File: src/rtl/mem_pkg.sv
// Shared definitions for the load/store MEM stage: op codes, FSM encoding
// and size/sign decode helpers.
package mem_pkg;

  typedef enum logic [3:0] {
    OP_NONE = 4'd0,
    OP_LB   = 4'd1,
    OP_LBU  = 4'd2,
    OP_LH   = 4'd3,
    OP_LHU  = 4'd4,
    OP_LW   = 4'd5,
    OP_LWU  = 4'd6,
    OP_LD   = 4'd7,
    OP_SB   = 4'd8,
    OP_SH   = 4'd9,
    OP_SW   = 4'd10,
    OP_SD   = 4'd11
  } mem_op_e;

  typedef enum logic [1:0] {
    ST_IDLE = 2'd0,
    ST_REQ  = 2'd1,
    ST_WAIT = 2'd2,
    ST_DONE = 2'd3
  } state_e;

  function automatic logic op_is_load(input logic [3:0] op);
    return (op >= OP_LB) && (op <= OP_LD);
  endfunction

  function automatic logic op_is_store(input logic [3:0] op);
    return (op >= OP_SB) && (op <= OP_SD);
  endfunction

  // log2 of the access size in bytes
  function automatic logic [1:0] op_size(input logic [3:0] op);
    case (op)
      OP_LH, OP_LHU, OP_SH:        return 2'd1;
      OP_LW, OP_LWU, OP_SW:        return 2'd2;
      OP_LD, OP_SD:                return 2'd3;
      default:                     return 2'd0;
    endcase
  endfunction

  function automatic logic op_is_signed(input logic [3:0] op);
    return (op == OP_LB) || (op == OP_LH) || (op == OP_LW);
  endfunction

endpackage

File: src/rtl/mem_align.sv
// Combinational lane logic: store byte-enables and replication, load
// extraction with sign/zero extension, misalign/illegal detection.
module mem_align #(
  parameter  int DATA_W = 32,
  localparam int BE_W   = DATA_W / 8,
  localparam int OFF_W  = $clog2(BE_W)
) (
  input  logic [3:0]        i_chk_op,
  input  logic [OFF_W-1:0]  i_chk_off,
  input  logic [3:0]        i_op,
  input  logic [OFF_W-1:0]  i_off,
  input  logic [DATA_W-1:0] i_wdata,
  input  logic [DATA_W-1:0] i_rdata,
  output logic [BE_W-1:0]   o_be,
  output logic [DATA_W-1:0] o_wdata,
  output logic [DATA_W-1:0] o_rdata,
  output logic              o_misalign,
  output logic              o_illegal
);
  import mem_pkg::*;

  logic [1:0]        w_sz;
  logic [1:0]        w_chk_sz;
  logic [7:0]        w_mask8;
  logic [2:0]        w_chk_off3;
  logic [2:0]        w_chk_amask;
  logic [DATA_W-1:0] w_lane;
  logic              w_signed;

  always_comb begin
    w_sz     = op_size(i_op);
    w_signed = op_is_signed(i_op);
    case (w_sz)
      2'd0:    w_mask8 = 8'h01;
      2'd1:    w_mask8 = 8'h03;
      2'd2:    w_mask8 = 8'h0f;
      default: w_mask8 = 8'hff;
    endcase

    o_be = '0;
    if (op_is_load(i_op) || op_is_store(i_op))
      o_be = w_mask8[BE_W-1:0] << i_off;

    case (w_sz)
      2'd0:    o_wdata = {BE_W{i_wdata[7:0]}};
      2'd1:    o_wdata = {(BE_W/2){i_wdata[15:0]}};
      2'd2:    o_wdata = {(BE_W/4){i_wdata[31:0]}};
      default: o_wdata = i_wdata;
    endcase

    w_lane = i_rdata >> {i_off, 3'b000};
    case (w_sz)
      2'd0: begin
        if (w_signed) o_rdata = DATA_W'($signed(w_lane[7:0]));
        else          o_rdata = DATA_W'(w_lane[7:0]);
      end
      2'd1: begin
        if (w_signed) o_rdata = DATA_W'($signed(w_lane[15:0]));
        else          o_rdata = DATA_W'(w_lane[15:0]);
      end
      2'd2: begin
        if (w_signed) o_rdata = DATA_W'($signed(w_lane[31:0]));
        else          o_rdata = DATA_W'(w_lane[31:0]);
      end
      default: o_rdata = w_lane;
    endcase

    // Detection runs on the incoming op so the accept edge can route it.
    w_chk_sz    = op_size(i_chk_op);
    w_chk_off3  = 3'(i_chk_off);
    w_chk_amask = 3'((4'd1 << w_chk_sz) - 4'd1);
    o_illegal   = (i_chk_op > OP_SD) ||
                  ((DATA_W == 32) && ((i_chk_op == OP_LD) || (i_chk_op == OP_SD)));
    o_misalign  = (op_is_load(i_chk_op) || op_is_store(i_chk_op)) &&
                  ((w_chk_off3 & w_chk_amask) != 3'd0);
  end

endmodule

File: src/rtl/mem_stage_ls.sv
// Load/store MEM stage between EX and WB: one op in flight, SRAM req/gnt/rvalid
// port, valid/ready on both pipeline sides and a forwarding bus to ID.
//   state | meaning
//   IDLE  | empty, ready for an op
//   REQ   | mem_req held until mem_gnt
//   WAIT  | load granted, waiting for mem_rvalid
//   DONE  | result presented to WB until out_ready
module mem_stage_ls #(
  parameter  int DATA_W = 32,
  parameter  int ADDR_W = 32,
  localparam int BE_W   = DATA_W / 8,
  localparam int OFF_W  = $clog2(BE_W)
) (
  input  logic              clk,
  input  logic              rst,
  input  logic              in_valid,
  output logic              in_ready,
  input  logic [31:0]       in_pc,
  input  logic [3:0]        in_op,
  input  logic [ADDR_W-1:0] in_addr,
  input  logic [DATA_W-1:0] in_wdata,
  input  logic              in_rf_we,
  input  logic [4:0]        in_rf_waddr,
  input  logic [DATA_W-1:0] in_ex_result,
  output logic              mem_req,
  output logic              mem_we,
  output logic [BE_W-1:0]   mem_be,
  output logic [ADDR_W-1:0] mem_addr,
  output logic [DATA_W-1:0] mem_wdata,
  input  logic              mem_gnt,
  input  logic              mem_rvalid,
  input  logic [DATA_W-1:0] mem_rdata,
  output logic              out_valid,
  input  logic              out_ready,
  output logic [31:0]       out_pc,
  output logic              out_rf_we,
  output logic [4:0]        out_rf_waddr,
  output logic [DATA_W-1:0] out_rf_wdata,
  output logic              out_exc,
  output logic              fwd_pending,
  output logic              fwd_valid,
  output logic [4:0]        fwd_waddr,
  output logic [DATA_W-1:0] fwd_wdata
);
  import mem_pkg::*;

  state_e            r_state;
  logic [31:0]       r_pc;
  logic [3:0]        r_op;
  logic [ADDR_W-1:0] r_addr;
  logic [DATA_W-1:0] r_wdata;
  logic              r_rf_we;
  logic [4:0]        r_rf_waddr;
  logic [DATA_W-1:0] r_wb_data;
  logic              r_exc;

  logic              w_accept;
  logic              w_misalign;
  logic              w_illegal;
  logic              w_in_exc;
  logic [DATA_W-1:0] w_load_data;

  mem_align #(.DATA_W(DATA_W)) u_align (
    .i_chk_op   (in_op),
    .i_chk_off  (in_addr[OFF_W-1:0]),
    .i_op       (r_op),
    .i_off      (r_addr[OFF_W-1:0]),
    .i_wdata    (r_wdata),
    .i_rdata    (mem_rdata),
    .o_be       (mem_be),
    .o_wdata    (mem_wdata),
    .o_rdata    (w_load_data),
    .o_misalign (w_misalign),
    .o_illegal  (w_illegal)
  );

  assign in_ready = (r_state == ST_IDLE) || ((r_state == ST_DONE) && out_ready);
  assign w_accept = in_valid && in_ready;
  assign w_in_exc = w_misalign || w_illegal;

  always_ff @(posedge clk) begin
    if (rst) begin
      r_state    <= ST_IDLE;
      r_pc       <= '0;
      r_op       <= OP_NONE;
      r_addr     <= '0;
      r_wdata    <= '0;
      r_rf_we    <= 1'b0;
      r_rf_waddr <= '0;
      r_wb_data  <= '0;
      r_exc      <= 1'b0;
    end else if (w_accept) begin
      r_pc       <= in_pc;
      r_op       <= in_op;
      r_addr     <= in_addr;
      r_wdata    <= in_wdata;
      r_rf_we    <= in_rf_we;
      r_rf_waddr <= in_rf_waddr;
      r_wb_data  <= in_ex_result;
      r_exc      <= w_in_exc;
      r_state    <= ((in_op == OP_NONE) || w_in_exc) ? ST_DONE : ST_REQ;
    end else begin
      case (r_state)
        ST_REQ:  if (mem_gnt) r_state <= op_is_store(r_op) ? ST_DONE : ST_WAIT;
        ST_WAIT: if (mem_rvalid) begin
                   r_wb_data <= w_load_data;
                   r_state   <= ST_DONE;
                 end
        ST_DONE: if (out_ready) r_state <= ST_IDLE;
        default: ;
      endcase
    end
  end

  assign mem_req      = (r_state == ST_REQ);
  assign mem_we       = mem_req && op_is_store(r_op);
  assign mem_addr     = {r_addr[ADDR_W-1:OFF_W], {OFF_W{1'b0}}};

  assign out_valid    = (r_state == ST_DONE);
  assign out_pc       = r_pc;
  assign out_rf_we    = out_valid && r_rf_we && !r_exc;
  assign out_rf_waddr = r_rf_waddr;
  assign out_rf_wdata = r_wb_data;
  assign out_exc      = out_valid && r_exc;

  assign fwd_pending  = r_rf_we && op_is_load(r_op) &&
                        ((r_state == ST_REQ) || (r_state == ST_WAIT));
  assign fwd_valid    = out_valid && out_rf_we;
  assign fwd_waddr    = r_rf_waddr;
  assign fwd_wdata    = r_wb_data;

endmodule

File: config.mk
export PLATFORM = sky130hd
export DESIGN_NAME = mem_stage_ls
export DESIGN_NICKNAME = d
export VERILOG_FILES = /design/src/rtl/mem_pkg.sv /design/src/rtl/mem_align.sv /design/src/rtl/mem_stage_ls.sv
export SDC_FILE = /design/constraint.sdc
export NUM_CORES = 1
export LEC_CHECK = 0
export BUFFER_PORTS_ARGS = -buffer_cell sky130_fd_sc_hd__buf_2
export CAP_MARGIN = 20
export CORE_AREA = 2 2 140 142
export DETAILED_ROUTE_END_ITERATION = 10
export DIE_AREA = 0 0 142 144
export GPL_ROUTABILITY_DRIVEN = 1
export GPL_TIMING_DRIVEN = 0
export HOLD_SLACK_MARGIN = 0.15
export PLACE_DENSITY = 0.75
export SLEW_MARGIN = 20
export SYNTH_ARGS = -nofsm -noshare
export SYNTH_HDL_FRONTEND = slang
export SYNTH_SLANG_ARGS = --single-unit
File: constraint.sdc
create_clock -name clk -period 2.4 [get_ports clk]
set_input_delay 0 -clock clk [delete_from_list [all_inputs] [get_ports clk]]
set_output_delay 0 -clock clk [all_outputs]
set_load 0.01 [all_outputs]
==> results_dict.tcl <==
set metrics [dict create \
    final_nets 1658 \
    synth_seq_cells 143 \
    yosysMostFrequentCell "nand2_1" \
    dieHeight_um 144 \
    hold_depth 5 \
    die_area_um2 20400 \
    status "complete, no violations" \
    cts_sinks 143 \
    synth.top_cell.area_share_pct 39.3 \
    stdcell_count 1726 \
    drive_gt1_share_pct 37.9 \
    grt_first_pass_wirelength_um 42300 \
    r2r_setup_slack_ns 0.13 \
    cp_data_required_time_ns 2.68 \
    gp_congestion 0.908 \
    crit_path_start_kind "register" \
    hold_viol_final 0 \
    critPathKind "register to register" \
    end_kind "register" \
    power.density_nw_per_um2 883 \
    avgRoutedWirePerCell_um 16.5 \
    wl_met1_um 11500 \
    rows 51 \
    yosysTopAreaCell "dfxtp_1" \
    met3_length_um 2080 \
    via_count 8594 \
    die_w_um 142 \
    top_layer_used "met4" \
    hp-start "mem_rdata[10]" \
    ios 358 \
    hold_end "fwd_wdata[2]" \
    cts_root_buffer "clkbuf_16" \
    synth_area_leaders "dfxtp_1, nand2_1, buf_4, a21oi_1, mux2_2" \
    max_freq_mhz 441 \
    hpwl_um 18900 \
    syn_to_final_growth_pct 59.9 \
    clk_latency_ns 0.42 \
    grt_pass1_vias 8208 \
    hold_path.class "input pin to register" \
    tightest_slew_ns 0.692 \
    dp_cells 1527 \
    clk_pin_slew_ns 0.06 \
    worstReg2RegEnd "u_align.w_sz[0]" \
    ys.flop_type "dfxtp_1" \
    skew_ns 0.0193 \
    rsz0062_at_grt "no" \
    synth_area_um2 7290 \
    ys_types 51 \
    met2_wirelength_um 14100 \
    grt_usage_pct 26.4 \
    synth_edf_count 0 \
    peakVddDrop_mv 0.546 \
    synthArstFlopShare_pct 0 \
    h-tree-depth 4 \
    synthTopCellsByCount "nand2_1, dfxtp_1, a21oi_1, buf_4, o21ai_0" \
    arrival_ns 2.55 \
    p_leak_nw 5.49 \
    dr.pass1.iters 6 \
    ys_warn_count 0 \
    syn_inst 933 \
    cts_buffers 17 \
    drc 0 \
    r2r_cells 12 \
    vias_per_cell 4.98 \
    grt_max_degree 18 \
    clk_path_buf_depth 2 \
    core_area_um2 19100 \
    finalSetupViolations 0 \
    drv_slew 0 \
    cts_tree "done" \
    slew_headroom_pct 53.9 \
    reg2reg_from "r_state[0]" \
    period_share_pct 94.6 \
    utilization_pct 61.1 \
    max_cap_violations 0 \
    port_buffers 355 \
    yosysSeqAreaShare_pct 39.3 \
    overflow 0 \
    initial_core_util_pct 38.2 \
    path_max_fanout 10 \
    drt_iter0_markers 466 \
    final.min_clock_period_ns 2.27 \
    routed_wirelength_um 28400 \
    critPathLaunch "r_state[0]" \
    postSynthAreaPerCell_um2 7.81 \
    antenna_found_initial 1 \
    postRouteAntennaNets 0 \
]
==> critical path, cell delays in order (launching register included) <==
cell     delay, ns
dfxtp_2       0.37
inv_1         0.10
ha_1          0.20
a21o_2        0.24
and2_1        0.20
buf_6         0.15
nand2_1       0.10
a21oi_2       0.07
ha_1          0.26
nor2_1        0.09
a21oi_1       0.05
o21ai_1       0.19
o32ai_2       0.10
==> area by class of cell <==
cell class                      count  area [um^2]
Fill cell                        1599         7420
Multi-Input combinational cell    636         3490
Timing Repair Buffer              521         3440
Sequential cell                   143         2870
Buffer                            144          941
Clock buffer                       19          433
Tap cell                          238          298
Clock inverter                     13          154
Inverter                           10         37.5
Antenna cell                        2         5.00
==> repair_timing <==
| action | CTS | global route |
|---|---|---|
| cloned | 0 | 0 |
| resized for setup | 1 | 10 |
| setup buffers | 0 | 0 |
| hold buffers | 166 | 0 |
| setup endpoints to repair | 1 | 1 |
| endpoints found under the hold margin | 143 | 0 |
==> where the power goes <==
group	switching, mW	total (mW)	internal [mW]
logic	2.40	4.36	1.96
registers	0.368	3.23	2.86
clock network	1.15	2.71	1.56
total	3.92	10.3	6.37
==> sequential cells by signal (all words and copies together) (netlist names), 2 cells and up <==
register and count:
fwd_wdata 32, out_pc 32, r_addr 32, r_wdata 32, fwd_waddr 5, r_op 4, r_state 2, u_align.w_sz 2
==> cells in the final DEF (no fill, tap or decap), types with 2 or more instances in the layout <==
master,instances
buf_2,388
nand2_1,321
dlygate4sd3_1,166
dfxtp_1,141
a21oi_1,111
buf_4,80
o21ai_0,38
clkbuf_1,24
mux2_2,24
mux2i_1,20
nor2_1,19
clkbuf_16,17
a221oi_1,14
a221oi_2,11
inv_1,9
ha_1,8
o211ai_1,7
a311oi_1,7
buf_6,6
nor3_1,6
and2_1,5
inv_6,5
clkinvlp_4,4
a21oi_2,3
o21bai_1,3
nor2b_1,3
diode_2,2
o21ai_1,2
o22ai_1,2
clkbuf_2,2
nand2b_1,2
a31oi_4,2
a211oi_1,2
a21boi_0,2
conb_1,2
bufinv_16,2
dfxtp_2,2
==> kinds of logic after synthesis <==
family | count (synthesis) | share of synthesized area [%]
buffers and inverters | 155 | 13.4
XOR/XNOR | 1 | 0.120
adder cells (fa/ha/maj) | 10 | 1.68
AO/OA/AOI/OAI | 214 | 19.2
multiplexers | 45 | 6.66
AND/OR/NAND/NOR | 364 | 19.7
flip-flops | 143 | 39.3
other | 1 | 0.0514
==> routing by layer <==
metal  up-vias  track usage, %
met5         -               0
met2       448            46.4
li1       4128               -
met3        52            5.43
met4         0            10.3
met1      3966            31.6
==> through the flow <==
step	setup slack [ns]	setup TNS (ns)	cell area, um^2	hold slack (ns)	total power [mW]
after detailed placement	-0.225	-0.225	9370	0.247	7.25
after global placement	-0.183	-0.183	9370	0.241	7.19
after CTS	0.0328	0	11600	0.158	10.2
after global routing	0.0177	0	11700	0.213	10.9
final	0.130	0	11700	0.183	10.3
after floorplan	0.300	0	7290	0.136	5.77
==> how the worst max path moves through the flow <==
stage                 endpoint  slack, ns
3_5_place_dp   u_align.w_sz[0]      -0.22
2_1_floorplan  u_align.w_sz[0]       0.30
6_report       u_align.w_sz[0]       0.13
5_1_grt        u_align.w_sz[0]       0.02
4_1_cts        u_align.w_sz[0]       0.03
3_3_place_gp   u_align.w_sz[0]      -0.18
Power figures use the tool's default switching activity.
